**config.mk**
```make
export PLATFORM = sky130hd
export DESIGN_NAME = exec_muldiv_unit_flat
export DESIGN_NICKNAME = d
export VERILOG_FILES = /design/src/rtl/exec_muldiv_unit_if.sv /design/src/rtl/exec_muldiv_unit.sv /design/src/flat_wrapper.sv
export SDC_FILE = /design/constraint.sdc
export NUM_CORES = 1
export LEC_CHECK = 0
export BUFFER_PORTS_ARGS = -buffer_cell sky130_fd_sc_hd__buf_2
export CAP_MARGIN = 20
export CORE_ASPECT_RATIO = 0.9
export CORE_MARGIN = 10
export CORE_UTILIZATION = 63
export CTS_BUF_LIST = sky130_fd_sc_hd__clkbuf_8 sky130_fd_sc_hd__clkbuf_16
export CTS_CLUSTER_SIZE = 20
export DETAILED_ROUTE_END_ITERATION = 7
export PLACE_DENSITY = 0.91
export SYNTH_ARGS = -nofsm -noshare
export SYNTH_HDL_FRONTEND = slang
export SYNTH_SLANG_ARGS = --single-unit
```
**constraint.sdc**
```tcl
create_clock -name clk -period 7.27 [get_ports clk]
set_clock_uncertainty 0.1 [all_clocks]
set_input_delay 1.0905 -clock clk [delete_from_list [all_inputs] [get_ports clk]]
set_output_delay 1.0905 -clock clk [all_outputs]
set_load 0.005 [all_outputs]
```
**src/rtl/exec_muldiv_unit_if.sv**
```systemverilog
// ----------------------------------------------------------------------------
// exec_muldiv_unit_if
// Execute-stage handshake between the E-stage datapath / hazard unit and the
// RV32M multiply/divide unit.
//   valid_i   E holds an M-extension op
//   funct3_i  M-extension function select
//   rs1_i     forwarded operand A (sampled on accept only)
//   rs2_i     forwarded operand B (sampled on accept only)
//   flush_i   hazard flush_e, aborts any op in flight
//   stall_o   hold F/D/E (combinational)
//   done_o    1-cycle pulse, result_o valid
//   result_o  result, held until the next completion
// Modports: master = E-stage side, slave = multiply/divide unit.
// ----------------------------------------------------------------------------
interface exec_muldiv_unit_if;
    logic        valid_i;
    logic [2:0]  funct3_i;
    logic [31:0] rs1_i;
    logic [31:0] rs2_i;
    logic        flush_i;
    logic        stall_o;
    logic        done_o;
    logic [31:0] result_o;

    modport master (
        output valid_i, funct3_i, rs1_i, rs2_i, flush_i,
        input  stall_o, done_o, result_o
    );

    modport slave (
        input  valid_i, funct3_i, rs1_i, rs2_i, flush_i,
        output stall_o, done_o, result_o
    );
endinterface

```
**src/rtl/exec_muldiv_unit.sv**
```systemverilog
// ----------------------------------------------------------------------------
// exec_muldiv_unit
// Iterative RV32M multiply/divide unit beside the ALU in the execute stage.
// Shift-add multiply and restoring radix-2 divide on operand magnitudes,
// one iteration per cycle, sign applied when the result is formed.
// Ports:
//   clk   rising-edge clock
//   rst   synchronous reset, active-high
//   bus   exec_muldiv_unit_if.slave (valid/funct3/rs1/rs2/flush in,
//         stall/done/result out)
// Parameters:
//   XLEN       operand width, only 32 is supported
//   EARLY_OUT  1: divide-by-zero and signed overflow finish in one cycle
// Optional feature macro: MULDIV_FAST_MUL_EN
//   defined   -> MUL* ops use a registered 33x33 signed multiply (1 cycle)
//   undefined -> MUL* ops are iterative like division
// ----------------------------------------------------------------------------
module exec_muldiv_unit #(
    parameter int unsigned XLEN      = 32,
    parameter bit          EARLY_OUT = 1'b1
) (
    input  logic               clk,
    input  logic               rst,
    exec_muldiv_unit_if.slave  bus
);
    localparam int unsigned W  = XLEN;
    localparam int unsigned W2 = 2 * XLEN;
    localparam int unsigned CW = 5;

    localparam logic [2:0] F_MUL    = 3'b000;
    localparam logic [2:0] F_MULH   = 3'b001;
    localparam logic [2:0] F_MULHSU = 3'b010;
    localparam logic [2:0] F_MULHU  = 3'b011;
    localparam logic [2:0] F_DIV    = 3'b100;
    localparam logic [2:0] F_DIVU   = 3'b101;
    localparam logic [2:0] F_REM    = 3'b110;
    localparam logic [2:0] F_REMU   = 3'b111;

    typedef enum logic [1:0] {
        IDLE = 2'd0,
        RUN  = 2'd1,
        DONE = 2'd2
    } state_e;

    state_e        state_q, state_d;
    logic [CW-1:0] count_q, count_d;
    logic [2:0]    op_q, op_d;
    logic [W-1:0]  hi_q, hi_d;          // partial product high / remainder
    logic [W-1:0]  lo_q, lo_d;          // multiplier / dividend->quotient
    logic [W-1:0]  opb_q, opb_d;        // multiplicand / divisor magnitude
    logic          neg_q, neg_d;        // product / quotient negative
    logic          sa_q, sa_d;          // dividend negative (remainder sign)
    logic          spec_q, spec_d;      // special-case divide in flight
    logic [W-1:0]  spec_res_q, spec_res_d;
    logic          done_q, done_d;
    logic [W-1:0]  result_q, result_d;

    // ---------------- accept-side decode on the live operands ----------------
    logic          accept;
    logic          in_div;
    logic          a_signed, b_signed;
    logic          a_neg, b_neg;
    logic [W-1:0]  abs_a, abs_b;
    logic          div_zero, div_ovf, in_spec;
    logic [W-1:0]  in_spec_res;

    always_comb begin
        accept   = (state_q == IDLE) & bus.valid_i & ~bus.flush_i;
        in_div   = bus.funct3_i[2];
        // MUL low word is sign-independent, so it runs unsigned
        a_signed = (bus.funct3_i == F_MULH) | (bus.funct3_i == F_MULHSU) |
                   (bus.funct3_i == F_DIV)  | (bus.funct3_i == F_REM);
        b_signed = (bus.funct3_i == F_MULH) |
                   (bus.funct3_i == F_DIV)  | (bus.funct3_i == F_REM);
        a_neg    = a_signed & bus.rs1_i[W-1];
        b_neg    = b_signed & bus.rs2_i[W-1];
        abs_a    = a_neg ? (W'(0) - bus.rs1_i) : bus.rs1_i;
        abs_b    = b_neg ? (W'(0) - bus.rs2_i) : bus.rs2_i;

        div_zero = in_div & (bus.rs2_i == W'(0));
        div_ovf  = in_div & ~bus.funct3_i[0] &
                   (bus.rs1_i == {1'b1, {(W-1){1'b0}}}) &
                   (bus.rs2_i == {W{1'b1}});
        in_spec  = div_zero | div_ovf;

        // funct3[1] selects the remainder flavour among divide ops
        in_spec_res = '0;
        if (div_zero) begin
            in_spec_res = bus.funct3_i[1] ? bus.rs1_i : {W{1'b1}};
        end else if (div_ovf) begin
            in_spec_res = bus.funct3_i[1] ? W'(0) : {1'b1, {(W-1){1'b0}}};
        end
    end

`ifdef MULDIV_FAST_MUL_EN
    // Single-cycle signed 33x33 multiply; bit 32 carries operand signedness
    logic [W:0]    fast_a, fast_b;
    logic [W2-1:0] fast_prod;
    logic [W-1:0]  fast_res;

    always_comb begin
        fast_a    = {a_signed & bus.rs1_i[W-1], bus.rs1_i};
        fast_b    = {b_signed & bus.rs2_i[W-1], bus.rs2_i};
        fast_prod = W2'($signed(fast_a) * $signed(fast_b));
        fast_res  = (bus.funct3_i == F_MUL) ? fast_prod[W-1:0] : fast_prod[W2-1:W];
    end
`endif

    // ---------------- one iteration of multiply or divide ----------------
    logic [W:0]    mul_sum;
    logic [W:0]    div_shift, div_diff;
    logic          div_ge;
    logic [W-1:0]  it_hi, it_lo;

    always_comb begin
        mul_sum   = {1'b0, hi_q} + (lo_q[0] ? {1'b0, opb_q} : (W+1)'(0));
        div_shift = {hi_q, lo_q[W-1]};
        div_diff  = div_shift - {1'b0, opb_q};
        div_ge    = ~div_diff[W];
        if (op_q[2]) begin
            it_hi = div_ge ? div_diff[W-1:0] : div_shift[W-1:0];
            it_lo = {lo_q[W-2:0], div_ge};
        end else begin
            it_hi = mul_sum[W:1];
            it_lo = {mul_sum[0], lo_q[W-1:1]};
        end
    end

    // ---------------- sign fix-up and result select ----------------
    logic [W2-1:0] prod, prod_s;
    logic [W-1:0]  quo_s, rem_s, fin_res;

    always_comb begin
        prod   = {it_hi, it_lo};
        prod_s = neg_q ? (W2'(0) - prod) : prod;
        quo_s  = neg_q ? (W'(0) - it_lo) : it_lo;
        rem_s  = sa_q  ? (W'(0) - it_hi) : it_hi;
        unique case (op_q)
            F_MUL:                      fin_res = prod_s[W-1:0];
            F_MULH, F_MULHSU, F_MULHU:  fin_res = prod_s[W2-1:W];
            F_DIV, F_DIVU:              fin_res = quo_s;
            F_REM, F_REMU:              fin_res = rem_s;
            default:                    fin_res = prod_s[W-1:0];
        endcase
    end

    // ---------------- next-state / datapath control ----------------
    always_comb begin
        state_d    = state_q;
        count_d    = count_q;
        op_d       = op_q;
        hi_d       = hi_q;
        lo_d       = lo_q;
        opb_d      = opb_q;
        neg_d      = neg_q;
        sa_d       = sa_q;
        spec_d     = spec_q;
        spec_res_d = spec_res_q;
        done_d     = 1'b0;
        result_d   = result_q;

        unique case (state_q)
            IDLE: begin
                if (accept) begin
                    op_d       = bus.funct3_i;
                    hi_d       = '0;
                    lo_d       = in_div ? abs_a : abs_b;
                    opb_d      = in_div ? abs_b : abs_a;
                    neg_d      = a_neg ^ b_neg;
                    sa_d       = a_neg;
                    spec_d     = in_spec;
                    spec_res_d = in_spec_res;
                    count_d    = CW'(W - 1);
                    state_d    = RUN;
                    if (EARLY_OUT && in_spec) begin
                        state_d  = DONE;
                        done_d   = 1'b1;
                        result_d = in_spec_res;
                    end
`ifdef MULDIV_FAST_MUL_EN
                    if (!in_div) begin
                        state_d  = DONE;
                        done_d   = 1'b1;
                        result_d = fast_res;
                    end
`endif
                end
            end
            RUN: begin
                hi_d    = it_hi;
                lo_d    = it_lo;
                count_d = count_q - CW'(1);
                if (count_q == CW'(0)) begin
                    state_d  = DONE;
                    done_d   = 1'b1;
                    result_d = spec_q ? spec_res_q : fin_res;
                end
            end
            DONE: begin
                // valid_i here belongs to the retiring op
                state_d = IDLE;
            end
            default: begin
                state_d = IDLE;
            end
        endcase

        // Flush aborts everything, suppresses completion and holds result
        if (bus.flush_i) begin
            state_d  = IDLE;
            done_d   = 1'b0;
            result_d = result_q;
        end
    end

    // ---------------- state registers ----------------
    always_ff @(posedge clk) begin
        if (rst) begin
            state_q    <= IDLE;
            count_q    <= '0;
            op_q       <= '0;
            hi_q       <= '0;
            lo_q       <= '0;
            opb_q      <= '0;
            neg_q      <= 1'b0;
            sa_q       <= 1'b0;
            spec_q     <= 1'b0;
            spec_res_q <= '0;
            done_q     <= 1'b0;
            result_q   <= '0;
        end else begin
            state_q    <= state_d;
            count_q    <= count_d;
            op_q       <= op_d;
            hi_q       <= hi_d;
            lo_q       <= lo_d;
            opb_q      <= opb_d;
            neg_q      <= neg_d;
            sa_q       <= sa_d;
            spec_q     <= spec_d;
            spec_res_q <= spec_res_d;
            done_q     <= done_d;
            result_q   <= result_d;
        end
    end

    assign bus.done_o   = done_q;
    assign bus.result_o = result_q;
    // Hazard stall is combinational so E holds in the accept cycle itself
    assign bus.stall_o  = bus.valid_i & ~done_q & ~bus.flush_i;

endmodule

```
**src/flat_wrapper.sv**
```systemverilog
// flat-port wrapper written by rule: the top's interface ports become plain ports
module exec_muldiv_unit_flat 
#(
    parameter int unsigned XLEN      = 32,
    parameter bit          EARLY_OUT = 1'b1
)
  (clk, rst, bus_valid_i, bus_funct3_i, bus_rs1_i, bus_rs2_i, bus_flush_i, bus_stall_o, bus_done_o, bus_result_o);
  exec_muldiv_unit_if bus_i ();
  input  logic clk;
  input  logic rst;
  input wire logic [$bits(bus_i.valid_i)-1:0] bus_valid_i;
  input wire logic [$bits(bus_i.funct3_i)-1:0] bus_funct3_i;
  input wire logic [$bits(bus_i.rs1_i)-1:0] bus_rs1_i;
  input wire logic [$bits(bus_i.rs2_i)-1:0] bus_rs2_i;
  input wire logic [$bits(bus_i.flush_i)-1:0] bus_flush_i;
  output wire logic [$bits(bus_i.stall_o)-1:0] bus_stall_o;
  output wire logic [$bits(bus_i.done_o)-1:0] bus_done_o;
  output wire logic [$bits(bus_i.result_o)-1:0] bus_result_o;
  assign bus_i.valid_i = bus_valid_i;
  assign bus_i.funct3_i = bus_funct3_i;
  assign bus_i.rs1_i = bus_rs1_i;
  assign bus_i.rs2_i = bus_rs2_i;
  assign bus_i.flush_i = bus_flush_i;
  assign bus_stall_o = bus_i.stall_o;
  assign bus_done_o = bus_i.done_o;
  assign bus_result_o = bus_i.result_o;
  exec_muldiv_unit #(.XLEN(XLEN), .EARLY_OUT(EARLY_OUT)) u_core (.clk(clk), .rst(rst), .bus(bus_i));
endmodule
```
Word level (Yosys, flattened, before mapping)
Index checks and enable logic that the tools add are counted.

word-level totals
  RAM bits = 0
  ROM bits = 0
  memories kept = 0
  output and inout bits = 34
  latch bits = 0
  register bits = 174
  logic and storage cells = 106

operators by class
  $add $sub $neg = 8
  $lt $le $gt $ge = 0
  multiplexer cells = 35
  divide/modulo/power cells = 0
  bitwise logic cells = 21
  multiply operators = 0
  equal/unequal tests = 17
  shift-type cells = 0
  reductions and logical operators = 13

operator list
  operator                                                                  count
  32-bit two-way mux                                                        20
  32-bit case mux with 2 select lines                                       3
  32-bit case mux with 4 select lines                                       1
  1-bit by 32-bit subtractor with 32-bit output (first input constant)      4
  32-bit == test (second input constant)                                    2
  64-bit two-way mux                                                        1
  1-bit by 64-bit subtractor with 64-bit output (first input constant)      1
  32-bit by 33-bit adder with 33-bit output                                 1
  33-bit by 32-bit subtractor with 33-bit output                            1
  32-bit logical NOT                                                        1
  3-bit == test (second input constant)                                     6
  1-bit bitwise AND                                                         10
  5-bit case mux with 2 select lines                                        1
  3-bit by 2-bit == test with 1-bit output (second input constant)          3
  3-bit by 1-bit == test with 1-bit output (second input constant)          2
  2-bit two-way mux                                                         3
  2-bit by 1-bit inequality test with 1-bit output (second input constant)  3
  1-bit bitwise OR                                                          6
  2-bit AND reduction                                                       3
  2-bit OR reduction                                                        3
  5-bit logical NOT                                                         1
  5-bit two-way mux                                                         1
  5-bit AND reduction                                                       1
  5-bit by 1-bit subtractor with 5-bit output (second input constant)       1
  other kinds (10)                                                          15

Longest topological paths before layout
  word-level depth = 9
  depth in mapped cells = 24

Least setup slack after synthesis
Ideal clock, no wire load.

  path type = register -> register
  from = register u_core.opb_q[19]
  to = register u_core.result_q[2], in the netlist u_core.bus.result_o[2]
  stages on the path, launching flop included = 24
  arrival = 5.892 ns
  buffers on the path = 3
  path slack = 1.147 ns
  period minus slack after synthesis = 6.123 ns
  path through = dfxtp_1 -> inv_1 -> ha_1 -> buf_2 -> nand4_1 -> or3_1 -> or3_1 -> a311o_2 -> a31o_2 -> buf_2 -> a31oi_2 -> ha_1 -> nand2b_1 -> a2111oi_0 -> or3b_2 -> or3_1 -> or3_1 -> or2_2 -> clkbuf_1 -> o31ai_1 -> xor2_1 -> o221ai_1 -> mux2i_1 -> o22ai_1

between the ends
  longest elaborated chain between the ends = 9
  elaborated cells between the ends (all ways) = 15

ends and longest elaborated chain
  what                                                                   RTL line                                          source
  start: declaration                                                     exec_muldiv_unit.sv:50                            logic [W-1:0] opb_q, opb_d;
  start signal: assignment                                               exec_muldiv_unit.sv:237                           opb_q <= opb_d;
  33-bit by 32-bit subtractor with 33-bit output *                       exec_muldiv_unit.sv:118                           div_diff = div_shift - {1'b0, opb_q};
  32-bit two-way mux / 1-bit NOT (equally long branches)                 exec_muldiv_unit.sv:121, exec_muldiv_unit.sv:119
  32-bit two-way mux                                                     exec_muldiv_unit.sv:120                           if (op_q[2]) begin
  1-bit by 64-bit subtractor with 64-bit output (tied with other cells)  exec_muldiv_unit.sv:135                           prod_s = neg_q ? (W2'(0) - prod) : prod;
  64-bit two-way mux (tied with other cells)                             exec_muldiv_unit.sv:135
  32-bit case mux with 4 select lines *                                  exec_muldiv_unit.sv:138                           unique case (op_q)
  32-bit two-way mux *                                                   exec_muldiv_unit.sv:196                           result_d = spec_q ? spec_res_q : fin_res;
  32-bit two-way mux *                                                   exec_muldiv_unit.sv:193                           if (count_q == CW'(0)) begin
  32-bit case mux with 2 select lines *                                  exec_muldiv_unit.sv:162                           unique case (state_q)
  end signal: assignment                                                 exec_muldiv_unit.sv:243                           result_q <= result_d;
  end: declaration                                                       exec_muldiv_unit.sv:56                            logic [W-1:0] result_q, result_d;

Every way passes the cells marked *; elsewhere a longest branch is shown, timed or not. The select of a mux whose other input is x is not followed.
A chain may end at the register's enable or synchronous reset.

Worst setup path after layout
  from = register u_core.opb_q[19]
  to = register u_core.result_q[20], in the netlist u_core.bus.result_o[20]

between the ends
  longest elaborated chain between the ends = 9
  elaborated cells between the ends (all ways) = 17

ends and longest elaborated chain
  what                                                                                         RTL line                                          source
  33-bit by 32-bit subtractor with 33-bit output / 32-bit two-way mux (equally long branches)  exec_muldiv_unit.sv:118, exec_muldiv_unit.sv:116
  32-bit two-way mux (tied with other cells)                                                   exec_muldiv_unit.sv:121                           it_hi = div_ge ? div_diff[W-1:0] : div_shift[W-1:0];
  32-bit two-way mux                                                                           exec_muldiv_unit.sv:120
  1-bit by 64-bit subtractor with 64-bit output (tied with other cells)                        exec_muldiv_unit.sv:135
  64-bit two-way mux (tied with other cells)                                                   exec_muldiv_unit.sv:135
  32-bit case mux with 4 select lines *                                                        exec_muldiv_unit.sv:138
  32-bit two-way mux *                                                                         exec_muldiv_unit.sv:196
  32-bit two-way mux *                                                                         exec_muldiv_unit.sv:193
  32-bit case mux with 2 select lines *                                                        exec_muldiv_unit.sv:162

Marked as above.

==> metrics <==
most frequent cells in the layout nand2_1 (282), nor2_1 (269), a21oi_1 (266); post-synth top area cell dfxtp_1; std cell rows 57; initial antenna violation count 0; Post-DRT Antenna Nets 0; root cell of the clock tree clkbuf_16; CP Class reg2reg; global-route usage over all layers 38.81%; FFs w/ async S/R, synth 0%; Worst VDD drop 0.1694 mV; final setup fails 0; slack of the worst reg-to-reg path 0.57 ns; synthesized area per cell 6.980 µm²; CTS clk-pin slew, worst paths 0.09 ns; Syn Inst Count 2,442; H-tree depth 4; Crit Path Max Fanout 13; Final HPWL DP 53.16 mm; f_max 149.3 MHz; status finished, final reports clean; wirelength, routed 70.15 mm; MaxCap Viol Count 0; Initial DRC Count 3,230; Slew Viols, Final 0; first-pass GRT wire length 105.1 mm; RSZ-0062 raised after global routing no; cts-stage hold buffer count 0; share of the synthesized area in the top cell type 20.44%; I/O Pins 105; Slew HR 18.19%; postcts setup bufs 0; final cell count without fillers 2,806; synthesized area 17,050 µm²; die outline width 193.4 µm; CTS buffer count 17; Post-Syn Nets 2,584; TritonCTS clock tree built; clk sinks 174; Final Util 68.06%; Final Power 2931 µW; Worst-Skew Late Latency 0.46 ns; Final Hold Vio Count 0; Worst EP arrival 6.97 ns; die area 34,040 µm²; die height 176.0 µm; Synth area leaders dfxtp_1 (20%), a21oi_1 (7.8%), nand2_1 (6.2%); pwr dens 160.6 nW/µm²; Layout area overhead 7.069%; layout net count 2,581; Max stage delay on crit path 0.52 ns; commonest non-fill, non-tap cell in the layout nand2_1; GPL Wtd Cong 1.069; WP data required 7.54 ns; FILL cells 2,389; vias in the first global route 17,610; placed cells 2,773; Critical Path Start Type flip-flop; layout cells sized above 1 9.543%; Max clock buf depth 2; Yosys warnings 0; Core Box Area 26,820 µm²; crit-path most repeated cell or3_1; DRC Markers 0; EDFF count, synth 0; transition time of the tightest slew-check pin 1.220 ns; Yosys cell types 102; leakage power 0.007057 µW; top_reg_cell synth dfxtp_1; Post-CTS Resized 0; DR vias 19,750; min Tclk post-route 6.700 ns; CP cell instances inv_1 > ha_1 > nand4_1 > or3_1 > or3_1 > a311o_2 > a31o_2 > a31oi_2 > buf_4 > ha_1 > nand2b_1 > a2111oi_0 > or3b_2 > or3_1 > or3_1 > nor2_1 > nor2_1 > o41ai_1 > xnor2_1 > a21oi_1 > a211oi_1; WL/cell 25.00 µm; Yosys reg bits 174; total gr overflow 0; CP max stage cell or3b_2; Reg area 3487 µm²; footprint of the multi-input gates 12,670 µm²; largest net degree at the start of global routing 86; crit share post-route 92.16%; Starting Density 63.56%; ANT cells 0; Hold WC Path Type reg2reg; via/cell ratio 7.039; drt pass-1 iters 7; IO Port Bufs 104; Seq/Total Area, Yosys 20.44%; Final TNS setup 0 ns; CP Capture Type flip-flop
critical path: cells and delay by family (launching register included):
family                     cells  cell delay, ns
and+or+nand+nor                9            3.02
AOI/OAI and AO/OA              7            2.10
adders and majority gates      2            0.61
DFF                            1            0.37
buffers and inverters          2            0.24
xor gates and xnor gates       1            0.16
cell usage after synthesis (25+ instances only):
| master | instances |
|---|---|
| dfxtp_1 | 174 |
| nor2_1 | 270 |
| nor3_1 | 66 |
| a31oi_1 | 42 |
| a211oi_1 | 47 |
| inv_1 | 75 |
| a221oi_1 | 25 |
| nand4_1 | 30 |
| clkbuf_1 | 125 |
| mux2i_1 | 43 |
| nand3_1 | 69 |
| xnor2_1 | 102 |
| nand2_1 | 282 |
| o21ai_0 | 126 |
| a21oi_1 | 266 |
| o31ai_1 | 36 |
| a21o_1 | 32 |
| o211ai_1 | 48 |
| and2_1 | 48 |
| ha_1 | 69 |
| xor2_1 | 73 |
| nand2b_1 | 35 |
| or3_1 | 25 |
worst paths after layout:
check,start,to,cells after the start
setup / recovery,u_core.opb_q[19],u_core.bus.result_o[20],21
hold / removal,u_core.spec_res_q[15],u_core.spec_res_q[15],2
setup reg to reg,u_core.opb_q[19],u_core.bus.result_o[20],21
hold reg to reg,u_core.spec_res_q[15],u_core.spec_res_q[15],2
layout make-up:
cell class                      count  share of cell area [%]
Clock buffer                       17                   2.331
Inverter                           77                   1.584
Multi-Input combinational cell   2030                   69.41
Timing Repair Buffer              139                   4.292
Sequential cell                   174                   19.11
Tap cell                          354                   2.427
Clock inverter                     15                  0.8501
report_power, final:
| group | total [µW] | switching (µW) | leakage [µW] | internal, µW |
|---|---|---|---|---|
| Clock | 954 | 469 | 0.000286 | 485 |
| Combinational | 951 | 648 | 0.00536 | 304 |
| Sequential | 1030 | 42.9 | 0.00141 | 983 |
| Total | 2930 | 1160 | 0.00706 | 1770 |
through the flow:
step | hold slack (ns) | cell area, µm² | setup WS [ns]
floorplan | 0.3276 | 17050 | 1.147
global placement | 0.3329 | 17660 | 0.9337
detailed placement | 0.3438 | 17660 | 0.7590
CTS | 0.3532 | 18250 | 0.6993
global route | 0.3710 | 18250 | 0.09216
finish | 0.3514 | 18250 | 0.5700
logic make-up after synthesis:
logic type	Yosys count	synth area share, %
mux	59	3.582
flops	174	20.44
simple gates	924	25.71
buf+inv	238	5.425
compound gates	801	30.56
xor+xnor	175	8.992
fa+ha+maj	71	5.300
metal layers:
| metal | vias to the layer above | GRT usage (%) | part of all wire, % |
|---|---|---|---|
| li1 | 8871 | - | - |
| met3 | 274 | 12.78 | 15 |
| met1 | 9078 | 50.54 | 39 |
| met4 | 0 | 20.08 | 6.0 |
| met5 | - | 0 | 0 |
| met2 | 1528 | 56.05 | 41 |
registers in the layout (all words and copies together) (netlist names):
signal               count
u_core.bus.result_o     32
u_core.hi_q             32
u_core.lo_q             32
u_core.opb_q            32
u_core.spec_res_q       32
u_core.count_q           5
u_core.op_q              3
u_core.state_q           2
u_core.bus.done_o        1
u_core.neg_q             1
u_core.sa_q              1
u_core.spec_q            1
No activity file was read; power rests on OpenSTA's default activity.
